<file path="config.mk">
export PLATFORM = sky130hd
export DESIGN_NAME = pipeline_ctrl
export DESIGN_NICKNAME = d
export VERILOG_FILES = /design/src/rtl/pipeline_ctrl.sv
export SDC_FILE = /design/constraint.sdc
export NUM_CORES = 1
export LEC_CHECK = 0
export ABC_CLOCK_PERIOD_IN_PS = 2650
export BUFFER_PORTS_ARGS = -buffer_cell sky130_fd_sc_hd__buf_2
export CORE_MARGIN = 2
export CORE_UTILIZATION = 50
export CTS_CLUSTER_SIZE = 16
export DETAILED_ROUTE_END_ITERATION = 12
export PLACE_DENSITY = 0.71
export SETUP_SLACK_MARGIN = 0.4
export SLEW_MARGIN = 20
export SYNTH_ARGS = -nofsm -noshare
export SYNTH_HDL_FRONTEND = slang
export SYNTH_SLANG_ARGS = --single-unit
</file>
<file path="constraint.sdc">
create_clock -name i_clk -period 2.65 [get_ports i_clk]
set_input_delay 0.3975 -clock i_clk [delete_from_list [all_inputs] [get_ports i_clk]]
set_output_delay 0.3975 -clock i_clk [all_outputs]
set_load 0.05 [all_outputs]
</file>
<file path="src/rtl/pipeline_ctrl.sv">
// Pipeline sequencer: per-stage enables/flushes, boot flush,
// halt drain, dmem watchdog and stall/flush perf counters.
module pipeline_ctrl #(
  parameter int BOOT_CYCLES    = 5,
  parameter int DRAIN_CYCLES   = 4,
  parameter int TIMEOUT_CYCLES = 1024,
  parameter int CNT_W          = 32
) (
  input  logic             i_clk,
  input  logic             i_rst,
  input  logic             i_stall_from_ID,
  input  logic             i_branch_taken_EX,
  input  logic             i_dmem_busy,
  input  logic             i_halt_req,
  input  logic             i_cnt_clr,
  output logic             o_pc_en,
  output logic             o_if_id_en,
  output logic             o_id_ex_en,
  output logic             o_ex_mem_en,
  output logic             o_mem_wb_en,
  output logic             o_if_id_flush,
  output logic             o_id_ex_flush,
  output logic             o_halted,
  output logic             o_timeout_err,
  output logic [CNT_W-1:0] o_stall_cnt,
  output logic [CNT_W-1:0] o_flush_cnt
);

  localparam int BW = $clog2(BOOT_CYCLES + 1);
  localparam int DW = $clog2(DRAIN_CYCLES + 1);
  localparam int WW = $clog2(TIMEOUT_CYCLES);

  typedef enum logic [1:0] {
    S_BOOT,
    S_RUN,
    S_DRAIN,
    S_HALTED
  } state_e;

  state_e          state_q, state_d;
  logic [BW-1:0]   boot_q, boot_d;
  logic [DW-1:0]   drain_q, drain_d;
  logic [WW-1:0]   wd_q, wd_d;
  logic            err_q, err_d;
  logic [CNT_W-1:0] stall_q, flush_q;
  logic            stall_inc, flush_inc;
  logic            freeze;

  assign freeze = (state_q == S_RUN || state_q == S_DRAIN)
                  && i_dmem_busy;

  // State, sequence counters, watchdog and perf counters.
  always_ff @(posedge i_clk) begin
    if (i_rst) begin
      state_q <= S_BOOT;
      boot_q  <= '0;
      drain_q <= '0;
      wd_q    <= '0;
      err_q   <= 1'b0;
      stall_q <= '0;
      flush_q <= '0;
    end else begin
      state_q <= state_d;
      boot_q  <= boot_d;
      drain_q <= drain_d;
      wd_q    <= wd_d;
      err_q   <= err_d;
      if (i_cnt_clr) begin
        stall_q <= '0;
        flush_q <= '0;
      end else begin
        if (stall_inc) stall_q <= stall_q + CNT_W'(1);
        if (flush_inc) flush_q <= flush_q + CNT_W'(1);
      end
    end
  end

  // Next state and per-stage control.
  always_comb begin
    state_d       = state_q;
    boot_d        = boot_q;
    drain_d       = drain_q;
    wd_d          = '0;
    err_d         = err_q;
    stall_inc     = 1'b0;
    flush_inc     = 1'b0;
    o_pc_en       = 1'b0;
    o_if_id_en    = 1'b0;
    o_id_ex_en    = 1'b0;
    o_ex_mem_en   = 1'b0;
    o_mem_wb_en   = 1'b0;
    o_if_id_flush = 1'b0;
    o_id_ex_flush = 1'b0;
    o_halted      = 1'b0;

    if (freeze) begin
      if (wd_q == WW'(TIMEOUT_CYCLES - 1)) begin
        err_d = 1'b1;
        wd_d  = wd_q;
      end else begin
        wd_d = wd_q + WW'(1);
      end
    end

    unique case (state_q)
      S_BOOT: begin
        o_if_id_en    = 1'b1;
        o_id_ex_en    = 1'b1;
        o_ex_mem_en   = 1'b1;
        o_mem_wb_en   = 1'b1;
        o_if_id_flush = 1'b1;
        o_id_ex_flush = 1'b1;
        if (boot_q == BW'(BOOT_CYCLES - 1)) state_d = S_RUN;
        else boot_d = boot_q + BW'(1);
      end
      S_RUN: begin
        if (!freeze) begin
          o_pc_en     = 1'b1;
          o_if_id_en  = 1'b1;
          o_id_ex_en  = 1'b1;
          o_ex_mem_en = 1'b1;
          o_mem_wb_en = 1'b1;
          if (i_branch_taken_EX) begin
            o_if_id_flush = 1'b1;
            o_id_ex_flush = 1'b1;
            flush_inc     = 1'b1;
          end else if (i_stall_from_ID) begin
            o_pc_en       = 1'b0;
            o_if_id_en    = 1'b0;
            o_id_ex_flush = 1'b1;
            stall_inc     = 1'b1;
          end
          if (i_halt_req) begin
            state_d = S_DRAIN;
            drain_d = '0;
          end
        end
      end
      S_DRAIN: begin
        if (!freeze) begin
          o_if_id_en    = 1'b1;
          o_id_ex_en    = 1'b1;
          o_ex_mem_en   = 1'b1;
          o_mem_wb_en   = 1'b1;
          o_if_id_flush = 1'b1;
          if (i_branch_taken_EX) begin
            o_pc_en       = 1'b1;
            o_id_ex_flush = 1'b1;
            flush_inc     = 1'b1;
          end else if (i_stall_from_ID) begin
            o_if_id_en    = 1'b0;
            o_id_ex_flush = 1'b1;
          end
          if (i_branch_taken_EX || !i_stall_from_ID) begin
            if (drain_q == DW'(DRAIN_CYCLES - 1)) state_d = S_HALTED;
            else drain_d = drain_q + DW'(1);
          end
        end
      end
      S_HALTED: begin
        o_halted = 1'b1;
        if (!i_halt_req) state_d = S_RUN;
      end
      default: state_d = S_BOOT;
    endcase
  end

  assign o_timeout_err = err_q;
  assign o_stall_cnt   = stall_q;
  assign o_flush_cnt   = flush_q;

endmodule

</file>
==> impl_metrics.py, run 1 <==
metrics = {
    "worst_setup_path": {
        "crit_path_cell_trace": "inv_4 > ha_4 > buf_6 > a21boi_4 > nand4_4 > clkbuf_16 > or4_1 > a21oi_1",
        "cp_num_buf_inv": 3,
        "timing.rr.end": "o_stall_cnt[20]$_SDFFE_PP0P_",
        "r2r_slack_ns": 0.43,
        "cp_slowest_cell": "or4_1",
        "cp_max_fo": 6,
        "cp-start-kind": "flip-flop",
        "worstPathRequired_ns": 2.93,
        "crit_start": "state_q[1]$_SDFFE_PP0P_",
        "rr_worst_depth": 8,
        "arrival_ns": 2.50,
        "path_delay_family": "simple AND/OR/NAND/NOR gates",
        "crit_cells": 8,
        "worstSetupPathType": "reg -> reg",
        "max_stage_delay_ns": 0.46,
        "cp-endpoint": "o_stall_cnt[20]$_SDFFE_PP0P_",
        "worst_r2r_startpoint": "state_q[1]$_SDFFE_PP0P_",
        "end_kind": "flip-flop",
    },
    "floorplan": {
        "start_util": 0.518,
        "die_width_microns": 96.3,
        "pin_count": 80,
        "fp.dieArea_sq_um": 9270,
        "fp.dieH_microns": 96.3,
        "row_count": 33,
        "core_sq_um": 8220,
    },
    "clock_tree": {
        "cts_tree": "done",
        "max-clock-path-buffers": 2,
        "clkTransAtPathRegs_ns": 0.09,
        "cts_buffers": 9,
        "clk_latency_ns": 0.35,
        "clock_sinks": 83,
        "postCtsHoldBufs": 0,
        "cts.htree.levels": 3,
        "root_buffer": "clkbuf_8",
    },
    "synth": {
        "async_flop_share": 0,
        "synthCells": 510,
        "netlist_top_cells_area": "dfxtp_1 39%, a21oi_1 6.6%, or4_1 5.8%",
        "yosysTopAreaCell": "dfxtp_1",
        "ys_ff_latch": 83,
        "synth_nets": 530,
        "syn_area_sq_um": 4260,
        "synth_edf_count": 0,
        "synth_area_per_cell_sq_um": 8.35,
        "ys_types": 47,
        "synth_top_area_share": 0.390,
        "synth_flop_cell": "dfxtp_1",
        "synth-seq-area-share": 0.390,
        "yosysWarningCount": 0,
    },
    "global_route": {
        "grt_max_degree": 38,
        "grtUsageTotal": 0.215,
        "grt_pass1_vias": 3410,
        "grt-ovfl-total": 0,
        "antenna_found_initial": 0,
        "grt_pass1_wl_mm": 16.1,
    },
    "timing": {
        "max_slew_margin": 0.476,
        "timing.final.crit_share": 0.837,
        "hold_violations": 0,
        "fmax_ghz": 0.451,
        "slew_violations": 0,
        "tns_ns": 0,
        "rsz0062_at_grt": "true",
        "finClkSkew_ns": 0.0179,
        "period_minus_slack_ns": 2.22,
        "worst_pin_slew_ns": 0.784,
        "setup_violations": 0,
    },
    "final_layout": {
        "area_delta_synth_final_pct": 20.7,
        "layout_commonest_cell": "dfxtp_1",
        "antennaDiodeCount": 0,
        "drive_above_1_share": 0.233,
        "fin_cells": 697,
        "final_nets": 608,
        "fill_cells": 730,
        "final_cell_mix": "81 x dfxtp_1, 78 x buf_2, 54 x a21oi_1, 36 x nand2_1",
    },
    "power_and_ir_drop": {
        "power_density_nw_per_um2": 566,
        "p_leak_uw": 0.00183,
        "peakVddDrop_mv": 0.922,
    },
    "job": {
        "drv_cap": 0,
    },
    "placement": {
        "gp_congestion": 0.825,
        "place_inst": 668,
        "dp_hpwl_mm": 7.04,
        "portBuffers": 79,
    },
    "outcome": {
        "status": "completed",
    },
    "detailed_routing": {
        "finalWirelength_mm": 10.7,
        "viasPerCell": 6.12,
        "drc": 0,
        "first_pass_iters": 5,
        "vias": 4263,
        "ant_nets": 0,
        "routedWlPerCell_microns": 15.3,
        "drt_iter0_drc": 237,
    },
    "hold_path": {
        "min_path_type": "in -> reg",
    },
}
## stage by stage
stage               power, uW  setup WS, ns  hold slack [ns]  cell area [sq um]  utilization
floorplan                1870         0.403            0.444               4270            -
global placement         1960         0.254            0.451               4700        0.572
detailed placement       1980         0.161            0.456               4700        0.572
CTS                      2840         0.385            0.367               4920        0.599
global route             3010         0.356            0.393               5140        0.625
finish                   2910         0.431            0.372               5140        0.625
## Yosys cell counts (2+ instances only)
cell type and n:
dfxtp_1 83, a21oi_1 56, nand2_1 36, or4_1 33, nor2_1 32, o31ai_1 30, nand3_1 26, nand4_1 22
or3_1 21, clkbuf_1 19, o21ai_0 18, inv_1 14, ha_1 13, and4_1 10, nor3_1 10, xor2_1 9
xnor2_1 8, nor4_1 7, and3_1 6, mux2i_1 5, o21a_1 5, buf_2 4, nor2b_1 4, or2_2 4
and2_1 3, nand2b_1 3, a211oi_1 2, a21boi_1 2, a31oi_1 2, buf_1 2, buf_4 2, nand4b_1 2
o211ai_1 2, o31a_1 2
## worst register-to-register path, stage by stage, from the launching register on
cell       delay, ns
dfxtp_4         0.38
inv_4           0.05
ha_4            0.27
buf_6           0.14
a21boi_4        0.24
nand4_4         0.22
clkbuf_16       0.26
or4_1           0.46
a21oi_1         0.15
## sequential cells by signal, indices dropped and copies added (netlist names)
signal and count:
drain_q 3, boot_q 3, state_q 2, o_flush_cnt 32
o_stall_cnt 32, wd_q 10, o_timeout_err 1
## cell families after synthesis
family                   share of synthesized area
multiplexers                                0.0144
AO/OA/AOI/OAI                                0.179
AND/OR/NAND/NOR                              0.302
adder cells (fa/ha/maj)                     0.0382
flip-flops                                   0.390
XOR/XNOR                                    0.0350
buffers and inverters                       0.0417
## cell type report
type,instances,area (sq um),area share
clock buffers,11,141,0.0275
clock inverters,4,27.5,0.00536
inverters,14,55.1,0.0107
multi-input cells,385,2510,0.488
flip-flops and latches,83,1670,0.325
well taps,105,131,0.0256
repair buffers,95,607,0.118
## how the worst min path moves through the flow
stage                                 start                           end  slack [ns]  cells after the start
2_1_floorplan       drain_q[2]$_SDFFE_PP0P_       drain_q[2]$_SDFFE_PP0P_        0.44                      2
6_report                          i_cnt_clr  o_stall_cnt[31]$_SDFFE_PP0P_        0.37                      3
5_1_grt                           i_cnt_clr  o_stall_cnt[29]$_SDFFE_PP0P_        0.39                      3
3_5_place_dp   o_flush_cnt[31]$_SDFFE_PP0P_  o_flush_cnt[31]$_SDFFE_PP0P_        0.46                      2
3_3_place_gp        drain_q[2]$_SDFFE_PP0P_       drain_q[2]$_SDFFE_PP0P_        0.45                      2
4_1_cts                           i_cnt_clr  o_stall_cnt[31]$_SDFFE_PP0P_        0.37                      3
## where the power goes
part           switching, uW  leakage, uW  internal (uW)
clock                    451    0.0000774            360
sequential              28.8     0.000670           1280
combinational            503      0.00109            286
total                    983      0.00183           1920
## repair_timing
item                       in CTS  in global routing
resized for setup              10                 21
setup endpoints to repair      50                 36
hold endpoints to repair        0                  0
pin swaps                       1                 20
gates cloned                    0                  4
buffers inserted                1                  9
## layer usage
metal / vias to the layer above / track usage / share of wire / routed length (microns)
met5: - / 0 / 0 / 0
met4: 0 / 0.0528 / 0.0090 / 96
met3: 9 / 0.0431 / 0.055 / 590
met2: 123 / 0.344 / 0.48 / 5180
met1: 2050 / 0.299 / 0.45 / 4830
li1: 2081 / - / - / -
Power figures use the tool's default switching activity.
==> run 2: changes to the inputs <==
ABC_CLOCK_PERIOD_IN_PS = 2000   (was 2650)
PLACE_DENSITY = 0.74   (was 0.71)
clock period = 2 ns   (was 2.65 ns; I/O delays follow)
==> run 2 against run 1 <==
Compared with the run above:
- the run now ends with negative setup slack left
- count of clock-buffer cells in the layout unchanged
- via count increased by 5.1%
- non-clock buffer count increased by 40
- clock power increased by 49%
- sequential power increased by 32%
- wire length increased by 15%
- global-route usage increased by 3.8 points
- register-to-register slack got worse by 0.54 ns
- total power increased by 54%
- largest power group unchanged
- sequential cell count unchanged
- clock skew decreased by 0.0025 ns
- die area unchanged
==> impl_metrics.py, run 2 (same netlist as run 1, synthesis figures left out) <==
metrics = {
    "timing": {
        "fmax_ghz": 0.470,
        "slew_violations": 0,
        "timing.final.crit_share": 1.06,
        "finalWorstSetupSlack_ns": -0.126,
        "period_minus_slack_ns": 2.13,
        "setup_violations": 31,
        "worst_pin_slew_ns": 0.523,
        "rsz0062_at_grt": "true",
        "hold_violations": 0,
        "finClkSkew_ns": 0.0154,
        "tns_ns": -1.88,
        "max_slew_margin": 0.648,
    },
    "final_layout": {
        "final_cell_mix": "72 x buf_2, 56 x dfxtp_1, 33 x a21oi_1, 33 x nand2_1, 30 x buf_4",
        "antennaDiodeCount": 0,
        "drive_above_1_share": 0.440,
        "fin_cells": 737,
        "seqCellArea_sq_um": 1700,
        "final_nets": 648,
        "multi_input_area_sq_um": 2970,
        "area_delta_synth_final_pct": 43.5,
        "fill_cells": 583,
        "fin_util": 0.744,
        "layout_commonest_cell": "buf_2",
    },
    "global_route": {
        "grt_pass1_vias": 3983,
        "antenna_found_initial": 0,
        "grt-ovfl-total": 0,
        "grt_max_degree": 27,
        "grt_pass1_wl_mm": 18.6,
        "grtUsageTotal": 0.253,
    },
    "power_and_ir_drop": {
        "p_leak_uw": 0.00228,
        "fin_total_pwr_uw": 4480,
        "peakVddDrop_mv": 0.838,
        "power_density_nw_per_um2": 733,
    },
    "worst_setup_path": {
        "arrival_ns": 1.83,
        "cp-start-kind": "flip-flop",
        "worst_r2r_startpoint": "state_q[1]$_SDFFE_PP0P_",
        "end_kind": "output port",
        "cp-endpoint": "o_id_ex_flush",
        "worstSetupPathType": "reg -> out",
        "cp_max_fo": 4,
        "cp_slowest_cell": "dfxtp_4",
        "timing.rr.end": "o_stall_cnt[25]$_SDFFE_PP0P_",
        "worstPathRequired_ns": 1.70,
        "max_stage_delay_ns": 0.36,
        "r2r_slack_ns": -0.11,
        "crit_path_cell_trace": "inv_4 > ha_4 > buf_6 > nor2b_4 > nor2_2 > nor2_4 > o31a_2 > buf_8",
        "crit_start": "state_q[0]$_SDFFE_PP0P_",
        "rr_worst_depth": 9,
    },
    "clock_tree": {
        "root_buffer": "clkbuf_8",
        "postCtsHoldBufs": 0,
        "clk_latency_ns": 0.36,
        "max-clock-path-buffers": 2,
        "clock_sinks": 83,
        "clkTransAtPathRegs_ns": 0.08,
        "cts_buffers": 9,
        "cts.htree.levels": 3,
        "cts_tree": "done",
    },
    "floorplan": {
        "core_sq_um": 8220,
        "row_count": 33,
        "pin_count": 80,
        "die_width_microns": 96.3,
        "fp.dieArea_sq_um": 9270,
        "start_util": 0.518,
        "fp.dieH_microns": 96.3,
    },
    "hold_path": {
        "min_path_type": "in -> reg",
    },
    "detailed_routing": {
        "vias": 4481,
        "viasPerCell": 6.08,
        "ant_nets": 0,
        "drc": 0,
        "first_pass_iters": 5,
        "drt_iter0_drc": 205,
        "routedWlPerCell_microns": 16.6,
        "finalWirelength_mm": 12.3,
    },
    "placement": {
        "portBuffers": 79,
        "gp_congestion": 0.841,
        "place_inst": 693,
        "dp_hpwl_mm": 7.59,
    },
    "job": {
        "drv_cap": 0,
    },
    "outcome": {
        "status": "complete, but fails checks",
        "violations": "negative setup slack",
    },
}
## run 2: final cells by class
class	instances	area share
Clock buffer	11	0.0231
Clock inverter	4	0.00839
Inverter	14	0.00901
Multi-Input combinational cell	385	0.486
Sequential cell	83	0.278
Tap cell	105	0.0215
Timing Repair Buffer	135	0.175
## run 2: timing repair
| item | CTS | global route |
|---|---|---|
| setup endpoints to repair | 75 | 83 |
| cloned | 4 | 0 |
| buffers inserted | 10 | 15 |
| resized for setup | 43 | 102 |
| pin swaps | 24 | 48 |
## run 2: power by group
group,switching (uW),internal [uW]
Combinational,857,689
Sequential,36.0,1690
Clock,602,605
## run 2: worst min path at each step
| stage | slack [ns] | start | cells past startpoint | to |
|---|---|---|---|---|
| floorplan | 0.44 | drain_q[2]$_SDFFE_PP0P_ | 2 | drain_q[2]$_SDFFE_PP0P_ |
| global placement | 0.45 | drain_q[2]$_SDFFE_PP0P_ | 2 | drain_q[2]$_SDFFE_PP0P_ |
| detailed placement | 0.46 | o_stall_cnt[31]$_SDFFE_PP0P_ | 2 | o_stall_cnt[31]$_SDFFE_PP0P_ |
| CTS | 0.27 | i_cnt_clr | 3 | o_stall_cnt[31]$_SDFFE_PP0P_ |
| global route | 0.29 | i_cnt_clr | 3 | o_stall_cnt[31]$_SDFFE_PP0P_ |
| finish | 0.28 | i_cnt_clr | 3 | o_stall_cnt[31]$_SDFFE_PP0P_ |
## run 2: layer usage
metal	routed length (microns)	global-route usage
met1	5300	0.328
met2	6260	0.432
met3	541	0.0345
met4	167	0.0880
met5	0	0
## run 2: worst max-delay path: cells and delay by family, from the launching register on
kind | cells | cell delay, ns
DFF | 1 | 0.36
and+or+nand+nor | 3 | 0.35
buffers and inverters | 3 | 0.30
adders and majority gates | 1 | 0.29
AOI/OAI and AO/OA | 1 | 0.18
## run 2: through the flow
stage / cell area [sq um] / hold WS, ns / worst slack (ns)
after floorplan: 4420 / 0.444 / -0.120
after global placement: 5010 / 0.453 / 0.00162
after detailed placement: 5010 / 0.463 / -0.0852
after CTS: 5590 / 0.274 / -0.0968
after global routing: 6110 / 0.287 / -0.166
final: 6110 / 0.284 / -0.126
